==> src/rtl/frame_dispatch_queue.sv <==
// frame_dispatch_queue: circular queue of port-tagged frames, drained in FIFO order one per cycle
// to per-port transmit interfaces. Define FDQ_TIMEOUT_EN to discard a head frame stalled for TIMEOUT cycles.
module frame_dispatch_queue #(
    parameter int NUM_PORTS = 4,
    parameter int DEPTH     = 4,
    parameter int FRAME_W   = 16,
    parameter int PORT_W    = 2,
    parameter int TIMEOUT   = 255
) (
    input  logic                         clk,
    input  logic                         rst,
    input  logic                         add_valid,
    input  logic [FRAME_W-1:0]           add_frame,
    input  logic [PORT_W-1:0]            add_port,
    input  logic                         send_req,
    input  logic [NUM_PORTS-1:0]         tx_ready,
    output logic [NUM_PORTS*FRAME_W-1:0] tx_frame,
    output logic [NUM_PORTS-1:0]         tx_valid,
    output logic [$clog2(DEPTH+1)-1:0]   count,
    output logic                         full,
    output logic                         empty,
    output logic                         busy,
    output logic                         drop,
    output logic                         done
);
    localparam int AW = $clog2(DEPTH);
    localparam int CW = $clog2(DEPTH+1);
    localparam logic [AW-1:0]   PTR_ONE   = AW'(1);
    localparam logic [CW-1:0]   CNT_ONE   = CW'(1);
    localparam logic [CW-1:0]   CNT_DEPTH = CW'(DEPTH);
    localparam logic [PORT_W:0] PORT_LIM  = (PORT_W+1)'(NUM_PORTS);

    typedef enum logic [0:0] {
        ST_IDLE  = 1'b0,
        ST_DRAIN = 1'b1
    } state_t;

    state_t                         state_r;
    logic [FRAME_W-1:0]             mem_frame_r [DEPTH];
    logic [PORT_W-1:0]              mem_port_r  [DEPTH];
    logic [AW-1:0]                  rd_ptr_r;
    logic [AW-1:0]                  wr_ptr_r;
    logic [CW-1:0]                  count_r;
    logic                           full_r;
    logic                           empty_r;
    logic                           busy_r;
    logic                           drop_r;
    logic                           done_r;
    logic [NUM_PORTS-1:0]           tx_valid_r;
    logic [NUM_PORTS*FRAME_W-1:0]   tx_frame_r;

    logic                           push_ok_s;
    logic                           push_drop_s;
    logic [FRAME_W-1:0]             head_frame_s;
    logic [PORT_W-1:0]              head_port_s;
    logic                           head_ready_s;
    logic                           draining_s;
    logic                           tx_pop_s;
    logic                           tmo_hit_s;
    logic                           pop_any_s;
    logic                           last_pop_s;
    logic [CW-1:0]                  count_nxt_s;
    logic [NUM_PORTS-1:0]           tx_valid_nxt_s;

    assign push_ok_s    = add_valid && !full_r && ({1'b0, add_port} < PORT_LIM);
    assign push_drop_s  = add_valid && !push_ok_s;
    assign head_frame_s = mem_frame_r[rd_ptr_r];
    assign head_port_s  = mem_port_r[rd_ptr_r];
    assign draining_s   = (state_r == ST_DRAIN);
    assign tx_pop_s     = draining_s && head_ready_s;
    assign pop_any_s    = tx_pop_s || tmo_hit_s;
    assign last_pop_s   = pop_any_s && (count_r == CNT_ONE) && !push_ok_s;

    // Head port readiness and the one-hot strobe the head would produce.
    always_comb begin
        head_ready_s   = 1'b0;
        tx_valid_nxt_s = '0;
        for (int p = 0; p < NUM_PORTS; p++) begin
            if (head_port_s == PORT_W'(p)) begin
                head_ready_s      = tx_ready[p];
                tx_valid_nxt_s[p] = tx_pop_s;
            end else begin
                tx_valid_nxt_s[p] = 1'b0;
            end
        end
    end

    // Occupancy after this cycle's push and pop.
    always_comb begin
        count_nxt_s = count_r;
        case ({push_ok_s, pop_any_s})
            2'b10:   count_nxt_s = count_r + CNT_ONE;
            2'b01:   count_nxt_s = count_r - CNT_ONE;
            default: count_nxt_s = count_r;
        endcase
    end

`ifdef FDQ_TIMEOUT_EN
    localparam int TW = (TIMEOUT > 1) ? $clog2(TIMEOUT+1) : 1;
    localparam logic [TW-1:0] TMO_LAST = TW'(TIMEOUT-1);
    logic [TW-1:0] wait_cnt_r;

    // The stall that would bring the counter to TIMEOUT discards the head instead.
    assign tmo_hit_s = draining_s && !head_ready_s && (wait_cnt_r == TMO_LAST);

    // Head-of-line wait counter, cleared on any pop or outside DRAIN.
    always_ff @(posedge clk) begin
        if (rst) begin
            wait_cnt_r <= '0;
        end else if (!draining_s || pop_any_s) begin
            wait_cnt_r <= '0;
        end else begin
            wait_cnt_r <= wait_cnt_r + TW'(1);
        end
    end
`else
    assign tmo_hit_s = 1'b0;
`endif

    // Queue storage, pointers, FSM and all registered outputs.
    always_ff @(posedge clk) begin
        if (rst) begin
            state_r    <= ST_IDLE;
            rd_ptr_r   <= '0;
            wr_ptr_r   <= '0;
            count_r    <= '0;
            full_r     <= 1'b0;
            empty_r    <= 1'b1;
            busy_r     <= 1'b0;
            drop_r     <= 1'b0;
            done_r     <= 1'b0;
            tx_valid_r <= '0;
            tx_frame_r <= '0;
            for (int i = 0; i < DEPTH; i++) begin
                mem_frame_r[i] <= '0;
                mem_port_r[i]  <= '0;
            end
        end else begin
            if (push_ok_s) begin
                mem_frame_r[wr_ptr_r] <= add_frame;
                mem_port_r[wr_ptr_r]  <= add_port;
                wr_ptr_r              <= wr_ptr_r + PTR_ONE;
            end
            if (pop_any_s) begin
                rd_ptr_r <= rd_ptr_r + PTR_ONE;
            end
            count_r    <= count_nxt_s;
            full_r     <= (count_nxt_s == CNT_DEPTH);
            empty_r    <= (count_nxt_s == '0);
            drop_r     <= push_drop_s || tmo_hit_s;
            tx_valid_r <= tx_valid_nxt_s;
            for (int p = 0; p < NUM_PORTS; p++) begin
                if (tx_valid_nxt_s[p]) begin
                    tx_frame_r[p*FRAME_W +: FRAME_W] <= head_frame_s;
                end
            end
            done_r <= 1'b0;
            case (state_r)
                ST_IDLE: begin
                    if (send_req && !empty_r) begin
                        state_r <= ST_DRAIN;
                        busy_r  <= 1'b1;
                    end
                end
                ST_DRAIN: begin
                    if (last_pop_s) begin
                        state_r <= ST_IDLE;
                        busy_r  <= 1'b0;
                        done_r  <= 1'b1;
                    end
                end
                default: begin
                    state_r <= ST_IDLE;
                    busy_r  <= 1'b0;
                end
            endcase
        end
    end

    assign tx_frame = tx_frame_r;
    assign tx_valid = tx_valid_r;
    assign count    = count_r;
    assign full     = full_r;
    assign empty    = empty_r;
    assign busy     = busy_r;
    assign drop     = drop_r;
    assign done     = done_r;

endmodule

==> config.mk <==
export PLATFORM = sky130hd
export DESIGN_NAME = frame_dispatch_queue
export DESIGN_NICKNAME = d
export VERILOG_FILES = /design/src/rtl/frame_dispatch_queue.sv
export SDC_FILE = /design/constraint.sdc
export NUM_CORES = 1
export LEC_CHECK = 0
export ABC_AREA = 1
export CAP_MARGIN = 20
export CORE_AREA = 2 2 100 150
export CTS_CLUSTER_DIAMETER = 150
export DETAILED_ROUTE_END_ITERATION = 6
export DIE_AREA = 0 0 102 152
export GPL_TIMING_DRIVEN = 0
export PLACE_DENSITY = 0.72
export SLEW_MARGIN = 20
export SYNTH_ARGS = -nofsm -noshare
export SYNTH_HDL_FRONTEND = slang
export SYNTH_SLANG_ARGS = --single-unit
==> constraint.sdc <==
create_clock -name clk -period 3 [get_ports clk]
set_clock_uncertainty 0.05 [all_clocks]
set_input_delay 0.45 -clock clk [delete_from_list [all_inputs] [get_ports clk]]
set_output_delay 0.45 -clock clk [all_outputs]
set_load 0.005 [all_outputs]
* Yosys cells after proc, flatten, opt, wreduce, memory -nomap -nowiden
Memories as Yosys holds them, arrays and structs flattened. A register that Yosys moved wholly into a read port is not among the register bits.
Cells that the tools add are included.
** Storage, ports and cells
- Register bits :: 81
- RAM bits :: 72
- Input bits :: 26
- Output and inout bits :: 76
- Word-level logic and storage cells :: 76
- Memories :: 2
** Operators by class
- Add/subtract/negate cells :: 4
- Equality and inequality tests :: 9
- Muxes and demuxes :: 31
- Bitwise operators :: 1
- Reduce and logical (&&, ||, !) cells :: 15
** Memory list
- mem_frame_r :: words 4, width 16, read ports 1, clocked after Yosys merged registers in 1, write ports 4, RTL line 39 : logic [FRAME_W-1:0] mem_frame_r [DEPTH];
- mem_port_r :: words 4, width 2, read ports 1, clocked after Yosys merged registers in 1, write ports 4, RTL line 40 : logic [PORT_W-1:0] mem_port_r [DEPTH];
** Operators with widths (number)
- two-way mux 1 bit :: 20
- two-way mux 16 bit :: 1
- OR reduction 16 bit :: 1
- two-way mux 2 bit :: 7
- == test 2 bit (second input constant) :: 3
- logical AND 1 bit :: 6
- case mux 3 bit (2 select lines) :: 1
- adder 2 x 1 -> 2 bit (second input constant) :: 2
- == test 2 x 1 -> 1 bit (second input constant) :: 2
- case mux 1 bit (2 select lines) :: 2
- OR reduction 2 bit :: 2
- adder 3 x 1 -> 3 bit (second input constant) :: 1
- == test 3 x 1 -> 1 bit (second input constant) :: 1
- == test 3 bit (second input constant) :: 1
- zero test 1 bit :: 3
- zero test 3 bit :: 1
- subtractor 3 x 1 -> 3 bit (second input constant) :: 1
- zero test 2 bit :: 1
- != test 2 x 1 -> 1 bit (second input constant) :: 1
- != test 2 bit (second input constant) :: 1
- AND reduction 2 bit :: 1
- inverter 1 bit :: 1

* Depth between registers and ports, before layout
- Depth in word-level cells :: 10
- Depth in mapped cells :: 18
- Depth with buffers taken out :: 18

* Least setup slack after synthesis
No wires, ideal clock.
- Path kind :: input-to-reg
- Start point :: input add_valid
- End point :: memory mem_frame_r[3][0] (enable)
- Arrival time :: 2.162 ns
- Slack :: 0.367 ns
- Cell stages on the path :: 4
- Path buffers :: 0
- Cell sequence :: inv_1 nor2_1 inv_2 o31ai_1
** RTL lines
- start: declaration :: RTL line 12 : input logic add_valid,
- end: declaration :: RTL line 39

==> out/qor.txt <==
fill cell count - 1251
Post-Synth XOR/XNOR Area - 0.128%
post-synthesis mux area share - 0%
root buffer cell - clkbuf_16
Die H - 152 µm
drt total wl - 16500 µm
hold path cells - 2
Max stage delay on crit path - 0.48 ns
Routed WL per cell - 14.2 µm
Max Buffers Root-to-Sink - 2
Seq pwr share - 46.7%
synthesized flop and latch total - 155
RSZ-0062 raised after global routing - false
hold violation count in the final report - 0
core area - 14300 µm²
GRT Util Overall - 21.9%
grt ovf - 0
Boundary Pins - 102
cts bufs inserted - 17
startpoint types - input port
Gate Count Post-Synth - 835
utilization after layout - 60.8%
r2r worst-path depth - 8
TNS Setup - 0 ns
post-cts resize count - 1
CTS tree - done
Final Critical Period - 2.73 ns
routed via count - 5501
Simple-Gate Fraction of Synth Area - 26.7%
Setup crit end kind - register
Most used DFF post-synth - dfxtp_1
first-pass GRT wire length - 25900 µm
Fmax - 367 MHz
post-synthesis sequential area ratio - 56.1%
Comb pwr share - 11.7%
WP data required - 3.01 ns
adder-cell share of the synthesized area - 1.10%
Yosys top cell area share - 31.7%
Top delay family on crit path - simple AND/OR/NAND/NOR gates
DR DRC count - 0
synth top area cells - edfxtp_1, dfxtp_1, nor2_1
CP max stage cell - clkdlybuf4s50_1
worst path cell trace - clkdlybuf4s50_1 -> inv_1 -> nor2_1 -> inv_2 -> nor2_1 -> inv_2 -> nor2_1 -> nand2_2 -> buf_2 -> nand2_2
total setup buffers inserted after CTS - 0
Die W - 102 µm
initial antenna violation count - 0
count of input and output buffers - 101
crit path kind - input port to register
Net Sw Frac - 25.7%
power density cells - 583 nW/µm²
dpl hpwl - 11700 µm
WP depth - 10
Slew headroom - 54.1%
NumNets Final - 990
synthesized area per cell - 8.16 µm²
cell taking the most area after synthesis - edfxtp_1
Inserted Diodes - 0
Worst-Skew Late Latency - 0.43 ns
Layout area overhead - 27.7%
clock power share - 41.7%
largest family of logic cells by synthesized area - simple AND/OR/NAND/NOR gates
Worst-path clk slew - 0.06 ns
H-tree depth - 4
worst slew pin tran - 0.688 ns
layout cell share with drive strength beyond 1 - 9.37%
top-count cell post-synth - nor2_1
sw power - 1300 µW
status - complete, no violations
hold buffers post-CTS - 0
Initial Utilization - 47.6%
Synth Cell Area - 6820 µm²
worst-path fanout max - 18
Starting DRT DRC Count - 251
vias in the first global route - 5264
Row Count - 54
Final Max Tran Viols - 0
number of synthesized flops with an enable pin - 72
via/cell ratio - 4.71
Placed Cells - 1135
Most Frequent Cell on Critical Path - nor2_1
compound-cell area share of the yosys netlist - 5.38%
dpl ws - -0.495 ns
Worst Hold Class - register to register
Peak VDD IR - 0.412 mV
Synth top cells by count - nor2_1, nand2_1, inv_1
crit path buf inv count - 5
Leak - 0.00397 µW
worst path arrival time - 2.74 ns
Synthesized Nets - 867
Synth Warn # - 0
fin cells - 1167
Netlist cell types - 30
die area - 15500 µm²
largest net degree at the start of global routing - 19
clk sinks - 155
final worst-path cycle share - 90.9%
Internal Power - 3770 µW
Final Power - 5070 µW
max capacitance violation total - 0
ANT nets after route - 0
setup slack after layout - 0.274 ns
GPL Wtd Cong - 0.826
Pre-Repair DR Iteration Count - 5
final setup fails - 0
async set-or-reset flop fraction in the synthesized netlist - 0%
-- registers in the layout, indices dropped and copies added (netlist names), named ones only --
name and cells:
rd_ptr_r 2, mem_frame_r 64, full 1, count 3, drop 1, mem_port_r 8
tx_valid 4, wr_ptr_r 2, empty 1, done 1, draining_s 1, tx_frame 64
busy 1
-- kinds of logic after synthesis --
kind of cell               after synthesis
AOI/OAI and AO/OA                       64
xor gates and xnor gates                 1
buffers and inverters                  168
and+or+nand+nor                        441
DFF                                    155
adders and majority gates                6
-- per-layer routing --
layer  global-route usage (%)  part of all wire, %  wire, µm  vias to the layer above
li1                         -                    -         -                     2780
met1                     25.2                   39      6450                     2501
met2                     38.7                   54      8860                      195
met3                     5.20                  5.8       965                       25
met4                     8.13                  1.5       247                        0
met5                        0                    0         0                        -
-- final timing paths --
kind,slack [ns],startpoint,to
min reg2reg,0.40,full,drop
max,0.27,add_valid,mem_frame_r[0][2]
max reg2reg,0.48,full,mem_frame_r[0][2]
min,0.40,full,drop
-- power by group through the flow --
stage               registers, µW  logic (µW)  clock network, µW
CTS                          2370         595               2110
finish                       2370         592               2110
global placement             2410         571                  0
global route                 2380         660               2200
floorplan                    2410         343                  0
detailed placement           2410         590                  0
-- tightest hold or removal path, delay by kind of cell (launching register included) --
kind / cells / cell delay, ns
AND/OR/NAND/NOR: 2 / 0.09
flip-flops: 1 / 0.32
-- metrics by stage --
stage	instance area (µm²)	hold WS [ns]
detailed placement	8130	0.398
finish	8710	0.399
global placement	8070	0.399
global route	8710	0.445
CTS	8710	0.403
floorplan	6820	0.396
-- cells in the final DEF, fill, tap and decap left out, types with 4 or more instances in the layout --
cell type	count
inv_1	124
clkbuf_1	14
dfxtp_1	83
clkbuf_16	17
edfxtp_1	72
buf_6	13
nand3_2	6
nand2_2	14
buf_2	12
clkdlybuf4s50_1	101
nand2_1	157
ha_1	6
inv_2	7
a21oi_1	4
nor2_1	253
o21ai_0	38
o22ai_1	10
nand3_4	4
o22a_1	6
-- layout make-up --
cell class | count | area, µm² | share of cell area, %
Sequential cell | 155 | 3820 | 43.9
Inverter | 133 | 499 | 5.73
Tap cell | 196 | 245 | 2.82
Timing Repair Buffer | 104 | 1040 | 12.0
Multi-Input combinational cell | 512 | 2300 | 26.4
Buffer | 35 | 221 | 2.54
Clock buffer | 19 | 433 | 4.97
Clock inverter | 13 | 144 | 1.65
Note: power is estimated with default switching activity, not from simulation.
